$ cat config.mk
export PLATFORM = sky130hd
export DESIGN_NAME = dm_dump_ctrl_flat
export DESIGN_NICKNAME = d
export VERILOG_FILES = /design/src/rtl/dm_dump_pkg.sv /design/src/rtl/dm_dump_ctrl_if.sv /design/src/rtl/dm_dump_ctrl.sv /design/src/flat_wrapper.sv
export SDC_FILE = /design/constraint.sdc
export NUM_CORES = 1
export LEC_CHECK = 0
export ABC_CLOCK_PERIOD_IN_PS = 2550
export CAP_MARGIN = 25
export CORE_ASPECT_RATIO = 2
export CORE_UTILIZATION = 45
export DETAILED_ROUTE_END_ITERATION = 7
export PLACE_DENSITY = 0.8
export SYNTH_ARGS = -nofsm -noshare
export SYNTH_HDL_FRONTEND = slang
export SYNTH_SLANG_ARGS = --single-unit
$ cat constraint.sdc
create_clock -name clk -period 2.55 [get_ports clk]
set_input_delay 0.3825 -clock clk [delete_from_list [all_inputs] [get_ports clk]]
set_output_delay 0.3825 -clock clk [all_outputs]
set_load 0.005 [all_outputs]
$ cat src/rtl/dm_dump_pkg.sv
// Shared types and defaults for the end-of-simulation result dump controller.
package dm_dump_pkg;

  localparam int unsigned ADDR_W = 14;
  localparam int unsigned DATA_W = 32;

  localparam logic [ADDR_W-1:0] DEF_SIM_END_ADDR    = 14'h3fff;
  localparam logic [ADDR_W-1:0] DEF_TEST_START_ADDR = 14'h2000;
  localparam logic [DATA_W-1:0] DEF_END_CODE        = 32'hFFFF_FFFF;

  typedef enum logic [2:0] {
    ST_IDLE,
    ST_HALT,
    ST_READ,
    ST_WAIT,
    ST_SEND,
    ST_DONE
  } state_e;

  // One word of the result stream as presented on the output handshake.
  typedef struct packed {
    logic [DATA_W-1:0] data;
    logic [ADDR_W-1:0] index;
    logic              last;
  } beat_t;

  // Limit the requested length to the size of the result region.
  function automatic logic [ADDR_W-1:0] clamp_len(input logic [ADDR_W-1:0] len,
                                                  input logic [ADDR_W-1:0] max_len);
    return (len > max_len) ? max_len : len;
  endfunction

endpackage

$ cat src/rtl/dm_dump_ctrl_if.sv
// CPU snoop, data-memory read port and result-stream signals of the dump controller.
interface dm_dump_ctrl_if;
  import dm_dump_pkg::*;

  logic [3:0]        cpu_dm_we;
  logic [ADDR_W-1:0] cpu_dm_addr;
  logic [DATA_W-1:0] cpu_dm_wdata;
  logic [ADDR_W-1:0] dump_len;
  logic              dm_rd_en;
  logic [ADDR_W-1:0] dm_rd_addr;
  logic [DATA_W-1:0] dm_rd_data;
  logic              cpu_halt;
  logic              out_valid;
  logic              out_ready;
  logic [DATA_W-1:0] out_data;
  logic [ADDR_W-1:0] out_index;
  logic              out_last;
  logic              dump_done;

  // Dump controller side.
  modport slave (
    input  cpu_dm_we, cpu_dm_addr, cpu_dm_wdata, dump_len, dm_rd_data, out_ready,
    output dm_rd_en, dm_rd_addr, cpu_halt, out_valid, out_data, out_index, out_last,
           dump_done
  );

  // Environment side: CPU, data memory and result sink.
  modport master (
    output cpu_dm_we, cpu_dm_addr, cpu_dm_wdata, dump_len, dm_rd_data, out_ready,
    input  dm_rd_en, dm_rd_addr, cpu_halt, out_valid, out_data, out_index, out_last,
           dump_done
  );

endinterface

$ cat src/rtl/dm_dump_ctrl.sv
// Watches the CPU for the end-of-simulation mailbox write, halts the CPU and
// streams the result region out of data memory one word per handshake.
module dm_dump_ctrl
  import dm_dump_pkg::*;
#(
  parameter logic [ADDR_W-1:0] SIM_END_ADDR    = DEF_SIM_END_ADDR,
  parameter logic [ADDR_W-1:0] TEST_START_ADDR = DEF_TEST_START_ADDR,
  parameter logic [DATA_W-1:0] END_CODE        = DEF_END_CODE
) (
  input logic           clk,
  input logic           rst,
  dm_dump_ctrl_if.slave bus
);

  localparam logic [ADDR_W-1:0] MAX_LEN = SIM_END_ADDR - TEST_START_ADDR;

  state_e            r_state, w_state_nxt;
  logic [ADDR_W-1:0] r_idx, w_idx_nxt;
  logic [ADDR_W-1:0] r_len, w_len_nxt;
  logic              r_cpu_halt, w_cpu_halt_nxt;
  logic              r_rd_en, w_rd_en_nxt;
  logic [ADDR_W-1:0] r_rd_addr, w_rd_addr_nxt;
  beat_t             r_beat, w_beat_nxt;
  logic              r_valid, w_valid_nxt;
  logic              r_done, w_done_nxt;

  logic              w_trigger;
  logic [ADDR_W-1:0] w_len_clamped;
  logic [ADDR_W-1:0] w_idx_inc;

  // Full-word END_CODE store to the mailbox address.
  assign w_trigger     = (bus.cpu_dm_we == 4'b1111) && (bus.cpu_dm_addr == SIM_END_ADDR) &&
                         (bus.cpu_dm_wdata == END_CODE);
  assign w_len_clamped = clamp_len(bus.dump_len, MAX_LEN);
  assign w_idx_inc     = r_idx + ADDR_W'(1);

  // Next-state and next-output logic; every output is registered below.
  always_comb begin
    w_state_nxt    = r_state;
    w_idx_nxt      = r_idx;
    w_len_nxt      = r_len;
    w_cpu_halt_nxt = r_cpu_halt;
    w_rd_en_nxt    = 1'b0;
    w_rd_addr_nxt  = r_rd_addr;
    w_beat_nxt     = r_beat;
    w_valid_nxt    = r_valid;
    w_done_nxt     = r_done;

    unique case (r_state)
      ST_IDLE: begin
        if (w_trigger) begin
          w_state_nxt    = ST_HALT;
          w_cpu_halt_nxt = 1'b1;
        end
      end
      ST_HALT: begin
        w_len_nxt = w_len_clamped;
        w_idx_nxt = '0;
        if (w_len_clamped == '0) begin
          w_state_nxt = ST_DONE;
          w_done_nxt  = 1'b1;
        end else begin
          w_state_nxt   = ST_READ;
          w_rd_en_nxt   = 1'b1;
          w_rd_addr_nxt = TEST_START_ADDR;
        end
      end
      ST_READ: begin
        w_state_nxt = ST_WAIT;
      end
      ST_WAIT: begin
        w_beat_nxt.data  = bus.dm_rd_data;
        w_beat_nxt.index = r_idx;
        w_beat_nxt.last  = (r_idx == (r_len - ADDR_W'(1)));
        w_valid_nxt      = 1'b1;
        w_state_nxt      = ST_SEND;
      end
      ST_SEND: begin
        if (r_valid && bus.out_ready) begin
          w_valid_nxt = 1'b0;
          if (r_beat.last) begin
            w_state_nxt = ST_DONE;
            w_done_nxt  = 1'b1;
          end else begin
            w_idx_nxt     = w_idx_inc;
            w_state_nxt   = ST_READ;
            w_rd_en_nxt   = 1'b1;
            w_rd_addr_nxt = TEST_START_ADDR + w_idx_inc;
          end
        end
      end
      ST_DONE: begin
        w_state_nxt = ST_DONE;
      end
      default: begin
        w_state_nxt = ST_IDLE;
      end
    endcase
  end

  // State and output registers with asynchronous clear.
  always_ff @(posedge clk or negedge rst) begin
    if (!rst) begin
      r_state    <= ST_IDLE;
      r_idx      <= '0;
      r_len      <= '0;
      r_cpu_halt <= 1'b0;
      r_rd_en    <= 1'b0;
      r_rd_addr  <= '0;
      r_beat     <= '0;
      r_valid    <= 1'b0;
      r_done     <= 1'b0;
    end else begin
      r_state    <= w_state_nxt;
      r_idx      <= w_idx_nxt;
      r_len      <= w_len_nxt;
      r_cpu_halt <= w_cpu_halt_nxt;
      r_rd_en    <= w_rd_en_nxt;
      r_rd_addr  <= w_rd_addr_nxt;
      r_beat     <= w_beat_nxt;
      r_valid    <= w_valid_nxt;
      r_done     <= w_done_nxt;
    end
  end

  assign bus.cpu_halt   = r_cpu_halt;
  assign bus.dm_rd_en   = r_rd_en;
  assign bus.dm_rd_addr = r_rd_addr;
  assign bus.out_valid  = r_valid;
  assign bus.out_data   = r_beat.data;
  assign bus.out_index  = r_beat.index;
  assign bus.out_last   = r_beat.last;
  assign bus.dump_done  = r_done;

endmodule

$ cat src/flat_wrapper.sv
// flat-port wrapper written by rule: the top's interface ports become plain ports
module dm_dump_ctrl_flat import dm_dump_pkg::*;
#(
  parameter logic [ADDR_W-1:0] SIM_END_ADDR    = DEF_SIM_END_ADDR,
  parameter logic [ADDR_W-1:0] TEST_START_ADDR = DEF_TEST_START_ADDR,
  parameter logic [DATA_W-1:0] END_CODE        = DEF_END_CODE
)
  (clk, rst, bus_cpu_dm_we, bus_cpu_dm_addr, bus_cpu_dm_wdata, bus_dump_len, bus_dm_rd_data, bus_out_ready, bus_dm_rd_en, bus_dm_rd_addr, bus_cpu_halt, bus_out_valid, bus_out_data, bus_out_index, bus_out_last, bus_dump_done);
  dm_dump_ctrl_if bus_i ();
  input logic clk;
  input logic rst;
  input wire logic [$bits(bus_i.cpu_dm_we)-1:0] bus_cpu_dm_we;
  input wire logic [$bits(bus_i.cpu_dm_addr)-1:0] bus_cpu_dm_addr;
  input wire logic [$bits(bus_i.cpu_dm_wdata)-1:0] bus_cpu_dm_wdata;
  input wire logic [$bits(bus_i.dump_len)-1:0] bus_dump_len;
  input wire logic [$bits(bus_i.dm_rd_data)-1:0] bus_dm_rd_data;
  input wire logic [$bits(bus_i.out_ready)-1:0] bus_out_ready;
  output wire logic [$bits(bus_i.dm_rd_en)-1:0] bus_dm_rd_en;
  output wire logic [$bits(bus_i.dm_rd_addr)-1:0] bus_dm_rd_addr;
  output wire logic [$bits(bus_i.cpu_halt)-1:0] bus_cpu_halt;
  output wire logic [$bits(bus_i.out_valid)-1:0] bus_out_valid;
  output wire logic [$bits(bus_i.out_data)-1:0] bus_out_data;
  output wire logic [$bits(bus_i.out_index)-1:0] bus_out_index;
  output wire logic [$bits(bus_i.out_last)-1:0] bus_out_last;
  output wire logic [$bits(bus_i.dump_done)-1:0] bus_dump_done;
  assign bus_i.cpu_dm_we = bus_cpu_dm_we;
  assign bus_i.cpu_dm_addr = bus_cpu_dm_addr;
  assign bus_i.cpu_dm_wdata = bus_cpu_dm_wdata;
  assign bus_i.dump_len = bus_dump_len;
  assign bus_i.dm_rd_data = bus_dm_rd_data;
  assign bus_i.out_ready = bus_out_ready;
  assign bus_dm_rd_en = bus_i.dm_rd_en;
  assign bus_dm_rd_addr = bus_i.dm_rd_addr;
  assign bus_cpu_halt = bus_i.cpu_halt;
  assign bus_out_valid = bus_i.out_valid;
  assign bus_out_data = bus_i.out_data;
  assign bus_out_index = bus_i.out_index;
  assign bus_out_last = bus_i.out_last;
  assign bus_dump_done = bus_i.dump_done;
  dm_dump_ctrl #(.SIM_END_ADDR(SIM_END_ADDR), .TEST_START_ADDR(TEST_START_ADDR), .END_CODE(END_CODE)) u_core (.clk(clk), .rst(rst), .bus(bus_i));
endmodule
* Yosys cells after proc, flatten, opt, wreduce, memory -nomap -nowiden
Index checks and enable logic that the tools add are counted.
** Cells by class
- Add/subtract/negate cells :: 3
- Order comparisons :: 1
- Equality and inequality tests :: 15
- Multiplexer cells :: 23
- Reductions and logical operators :: 13
** Operators by type and width (count)
- $mux 14 :: 6
- $pmux 14 s2 :: 2
- $eq 32x32->1 const B :: 1
- $pmux 3 s6 :: 1
- $add 14x1->14 const B :: 1
- $add 14x14->14 const A :: 1
- $eq 14x14->1 :: 1
- $eq 14x14->1 const B :: 1
- $gt 14x13->1 const B :: 1
- $logic_not 14->1 :: 1
- $sub 14x1->14 const B :: 1
- $mux 3 :: 4
- $ne 2x1->1 const B :: 4
- $reduce_and 4->1 :: 2
- $mux 1 :: 7
- $eq 3x2->1 const B :: 2
- $eq 3x3->1 const B :: 2
- $pmux 1 s2 :: 3
- $reduce_and 2->1 :: 3
- $eq 4x4->1 const B :: 1
- $ne 2x2->1 const B :: 2
- $reduce_bool 2->1 :: 2
- $eq 3x1->1 const B :: 1
- $logic_and 1x1->1 :: 3
- 2 further kinds :: 2
** Word-level totals
- Bits in registers :: 96
- Input bits :: 99
- Output and inout port bits :: 65
- Word-level logic and storage cells :: 66

* Depth between registers and ports, before layout
- Depth in word-level cells :: 5
- Gate-level depth with buffers :: 7
- Depth with buffers taken out :: 7

* Worst setup path before layout
No wires, ideal clock.
- Path kind :: flip-flop to flip-flop
- Start :: register u_core.r_len[0]
- End :: register u_core.r_beat (netlist bit u_core.bus.out_last)
- Arrival :: 1.936 ns
- Slack :: 0.518 ns
- Cell stages (with the launch flop) :: 8
- Cell sequence :: dfrtp_1 -> inv_1 -> ha_1 -> or4b_1 -> or4_1 -> nor2_1 -> o221ai_1 -> o31ai_1
** Between the ends
- Word-level cells in the longest chain between the ends :: 2
** RTL lines
- start, declared :: line dm_dump_ctrl.sv:19 : logic [ADDR_W-1:0] r_len, w_len_nxt;
- start signal, assigned :: line dm_dump_ctrl.sv:116 : r_len <= w_len_nxt;
- $sub 14x1->14 :: line dm_dump_ctrl.sv:74 : w_beat_nxt.last = (r_idx == (r_len - ADDR_W'(1)));
- $eq 14x14->1 :: line dm_dump_ctrl.sv:74
- end signal, assigned :: line dm_dump_ctrl.sv:120 : r_beat <= w_beat_nxt;
- end, declared :: line dm_dump_ctrl.sv:23 : beat_t r_beat, w_beat_nxt;
No other way between the ends.
A chain may end at the register's enable or synchronous reset.

* Worst setup path after layout
Same ends and word-level chain as after synthesis.

==> flow_metrics.py <==
metrics = {
    "outcome": {
        "status": "finished clean",
    },
    "timing": {
        "tns_ns": 0,
        "timing.fmax_ghz": 0.455,
        "rsz0062_at_grt": "false",
        "hold_viol_final": 0,
        "setup_violations": 0,
        "fin_crit_sh_pct": 86.2,
        "clock-skew-final_ns": 0.00454,
        "timing.final.crit_period_ns": 2.20,
        "slew_viol_final": 0,
        "slew_headroom_pct": 61.2,
        "max_slew.worst_pin.slew_ns": 0.574,
    },
    "pwr": {
        "p_int_mw": 2.44,
        "p_leak_nw": 2.75,
        "comb_power_share_pct": 9.2,
        "swShare_pct": 21.3,
        "sequentialPowerShare_pct": 50.4,
        "powerDensity_nw_per_um2": 467,
        "peakVddDrop_v": 0.000513,
        "p_clk_share_pct": 40.4,
        "switching_power_mw": 0.661,
        "finalPower_mw": 3.10,
    },
    "logic_synthesis": {
        "synth_area_um2": 4580,
        "avgSynthCellArea_um2": 10.5,
        "ys_seq_elements": 96,
        "synth_cells": 434,
        "synth_top_area_share_pct": 52.5,
        "synth_cell_type_count": 45,
        "seq_area_frac_synth_pct": 52.5,
        "synth_warnings": 0,
        "synth_top_cell_by_area": "dfrtp_1",
        "syn_nets": 535,
        "synthTopCellsByArea": "dfrtp_1 52%, mux2_2 11%, xnor2_1 3.8%",
    },
    "cts": {
        "cts_tree": "yes",
        "cts_hold_buf": 1,
        "clockBufferDepth": 2,
        "htreeDepth": 3,
        "ctsResizeCount": 0,
        "clk_pin_slew_ns": 0.07,
        "cts-buffers-inserted": 9,
        "cts.sinks": 96,
        "clk_latency_ns": 0.34,
        "clockRootBuffer": "clkbuf_16",
        "postCtsSetupBuffers": 0,
    },
    "finish": {
        "nFillCells": 806,
        "nNetsFinal": 694,
        "area_delta_synth_final_pct": 44.9,
        "multi_input_area_um2": 2030,
        "insertedDiodeCount": 0,
        "layout-drive-gt1-share_pct": 12.4,
        "ff_latch_area_um2": 2400,
        "final_cell_mix": "162 x clkdlybuf4s50_1, 96 x dfrtp_1, 44 x mux2_2",
        "layout_commonest_cell": "clkdlybuf4s50_1",
    },
    "global_route": {
        "grt_pass1_wl_mm": 18.7,
        "grt_usage_pct": 23.3,
        "grt_overflow": 0,
        "grt_max_degree": 49,
        "grt_pass1_vias": 3865,
        "antenna_found_initial": 0,
    },
    "drt": {
        "wl_per_cell_um": 15.9,
        "num_vias": 3911,
        "drt-initial-drc-count": 343,
        "drtAntennaViolNets": 0,
        "viasPerCell": 5.36,
        "dr.pass1.iters": 4,
        "drt_wl_total_mm": 11.6,
        "drc": 0,
    },
    "critical_path": {
        "critPathLaunchType": "flop",
        "cp_slowest_stage_delay_ns": 0.48,
        "path_cells": "inv_1, ha_1, or4b_1, or4_1, nor2_1, o221ai_1, o31ai_1",
        "worstSetupPathType": "flop to flop",
        "cp.arrival_ns": 2.45,
        "worst_setup_path_end_kind": "flop",
        "worstPathRequired_ns": 2.80,
        "slowest_stage": "or4b_1",
        "cp_max_fo": 4,
    },
    "place": {
        "gp_congestion": 0.842,
        "numPortBuffers": 163,
        "hpwl_mm": 8.99,
    },
    "flow_run": {
        "drv_cap": 0,
    },
    "die": {
        "io_pins": 164,
        "num_rows": 51,
        "die-area_um2": 10600,
        "die_y_um": 145,
        "core_um2": 9830,
        "start_util_pct": 46.6,
        "die_w_um": 73.3,
    },
    "min_path": {
        "min_path_type": "input pin to async pin",
    },
}
==> power groups by stage <==
stage / clock [mW] / sequential [mW] / combinational, mW
floorplan: 0 / 1.59 / 0.0324
global placement: 0 / 1.59 / 0.280
detailed placement: 0 / 1.59 / 0.285
CTS: 1.27 / 1.56 / 0.288
global route: 1.33 / 1.56 / 0.307
finish: 1.25 / 1.56 / 0.284
==> flip-flops by register name, summed over array words and instances, names as in the netlist <==
signal	flops
u_core.r_idx	14
u_core.bus.cpu_halt	1
u_core.bus.dm_rd_addr	14
u_core.bus.dump_done	1
u_core.bus.out_data	32
u_core.r_len	14
u_core.bus.out_index	14
u_core.bus.out_last	1
u_core.bus.out_valid	1
u_core.r_state	3
u_core.bus.dm_rd_en	1
==> synth_stat cells, drive strengths merged <==
cell,n
xnor2,20
xor2,7
a31o,1
nor4,6
a21o,6
nor2b,2
or4b,2
and3b,1
nand3,9
clkbuf,26
and4,2
and2,4
nor3b,1
a2111o,1
a31oi,2
or3,2
ha,2
nor2,40
a21oi,22
nand4,16
o21a,2
nand3b,2
inv,8
o221ai,1
o21ai,33
a41oi,1
o31a,1
o31ai,9
mux2,44
nand2,33
and3,4
nor4b,3
nor3,6
o311a,1
or4,5
buf,1
nand2b,8
dfrtp,96
o211ai,1
o211a,1
o41ai,2
==> layer usage <==
| metal | GRT usage (%) | up-vias | part of all wire, % |
|---|---|---|---|
| met5 | 0 | - | 0 |
| met3 | 4.25 | 28 | 4.7 |
| met2 | 40.8 | 138 | 55 |
| met4 | 12.1 | 0 | 3.1 |
| li1 | - | 1864 | - |
| met1 | 26.4 | 1881 | 37 |
==> kinds of logic (layout without fill, tap and decap cells) <==
| logic type | after synthesis | count (layout) | share of synthesized area, % |
|---|---|---|---|
| simple gates | 146 | 146 | 16.3 |
| flops | 96 | 96 | 52.5 |
| compound gates | 84 | 84 | 11.4 |
| fa+ha+maj | 2 | 2 | 0.547 |
| xor+xnor | 27 | 27 | 5.17 |
| buf+inv | 35 | 199 | 3.25 |
| mux | 44 | 44 | 10.8 |
==> worst paths after layout <==
| path | from | cells after the start | endpoint | slack, ns |
|---|---|---|---|---|
| max | u_core.r_len[0]$_DFFE_PN0N_ | 7 | u_core.bus.out_last$_DFFE_PN0P_ | 0.35 |
| min | rst | 2 | u_core.bus.out_index[7]$_DFFE_PN0P_ | 0.47 |
| max reg2reg | u_core.r_len[0]$_DFFE_PN0N_ | 7 | u_core.bus.out_last$_DFFE_PN0P_ | 0.35 |
| min reg2reg | u_core.bus.cpu_halt$_DFFE_PN0P_ | 2 | u_core.bus.cpu_halt$_DFFE_PN0P_ | 0.47 |
| max in group asynchronous | rst | 3 | u_core.bus.out_data[19]$_DFFE_PN0P_ | 1.42 |
| min in group clk | u_core.bus.cpu_halt$_DFFE_PN0P_ | 2 | u_core.bus.cpu_halt$_DFFE_PN0P_ | 0.47 |
==> final cells by class <==
cell class | instances | area share [%]
inverter | 8 | 0.453
sequential | 96 | 36.2
clock inverter | 4 | 0.453
clock buffer | 12 | 3.71
multi-input combinational | 303 | 30.5
timing repair buffer | 175 | 26.1
tap | 132 | 2.49
==> critical path: cells and delay by family, from the launching register on <==
family | cells | cell delay, ns
AO/OA/AOI/OAI | 2 | 0.34
adder cells (fa/ha/maj) | 1 | 0.20
buffers and inverters | 1 | 0.09
flip-flops | 1 | 0.41
AND/OR/NAND/NOR | 3 | 1.06
==> metrics by stage <==
stage	hold WS, ns	instances	instance area, µm²	utilization (%)	setup slack, ns
global placement	0.271	713	6350	64.6	0.399
global route	0.486	730	6640	67.5	0.274
CTS	0.453	730	6640	67.5	0.362
detailed placement	0.276	713	6350	64.6	0.327
floorplan	0.0869	434	4580	-	0.518
finish	0.466	730	6640	67.5	0.353
Power figures use the tool's default switching activity.
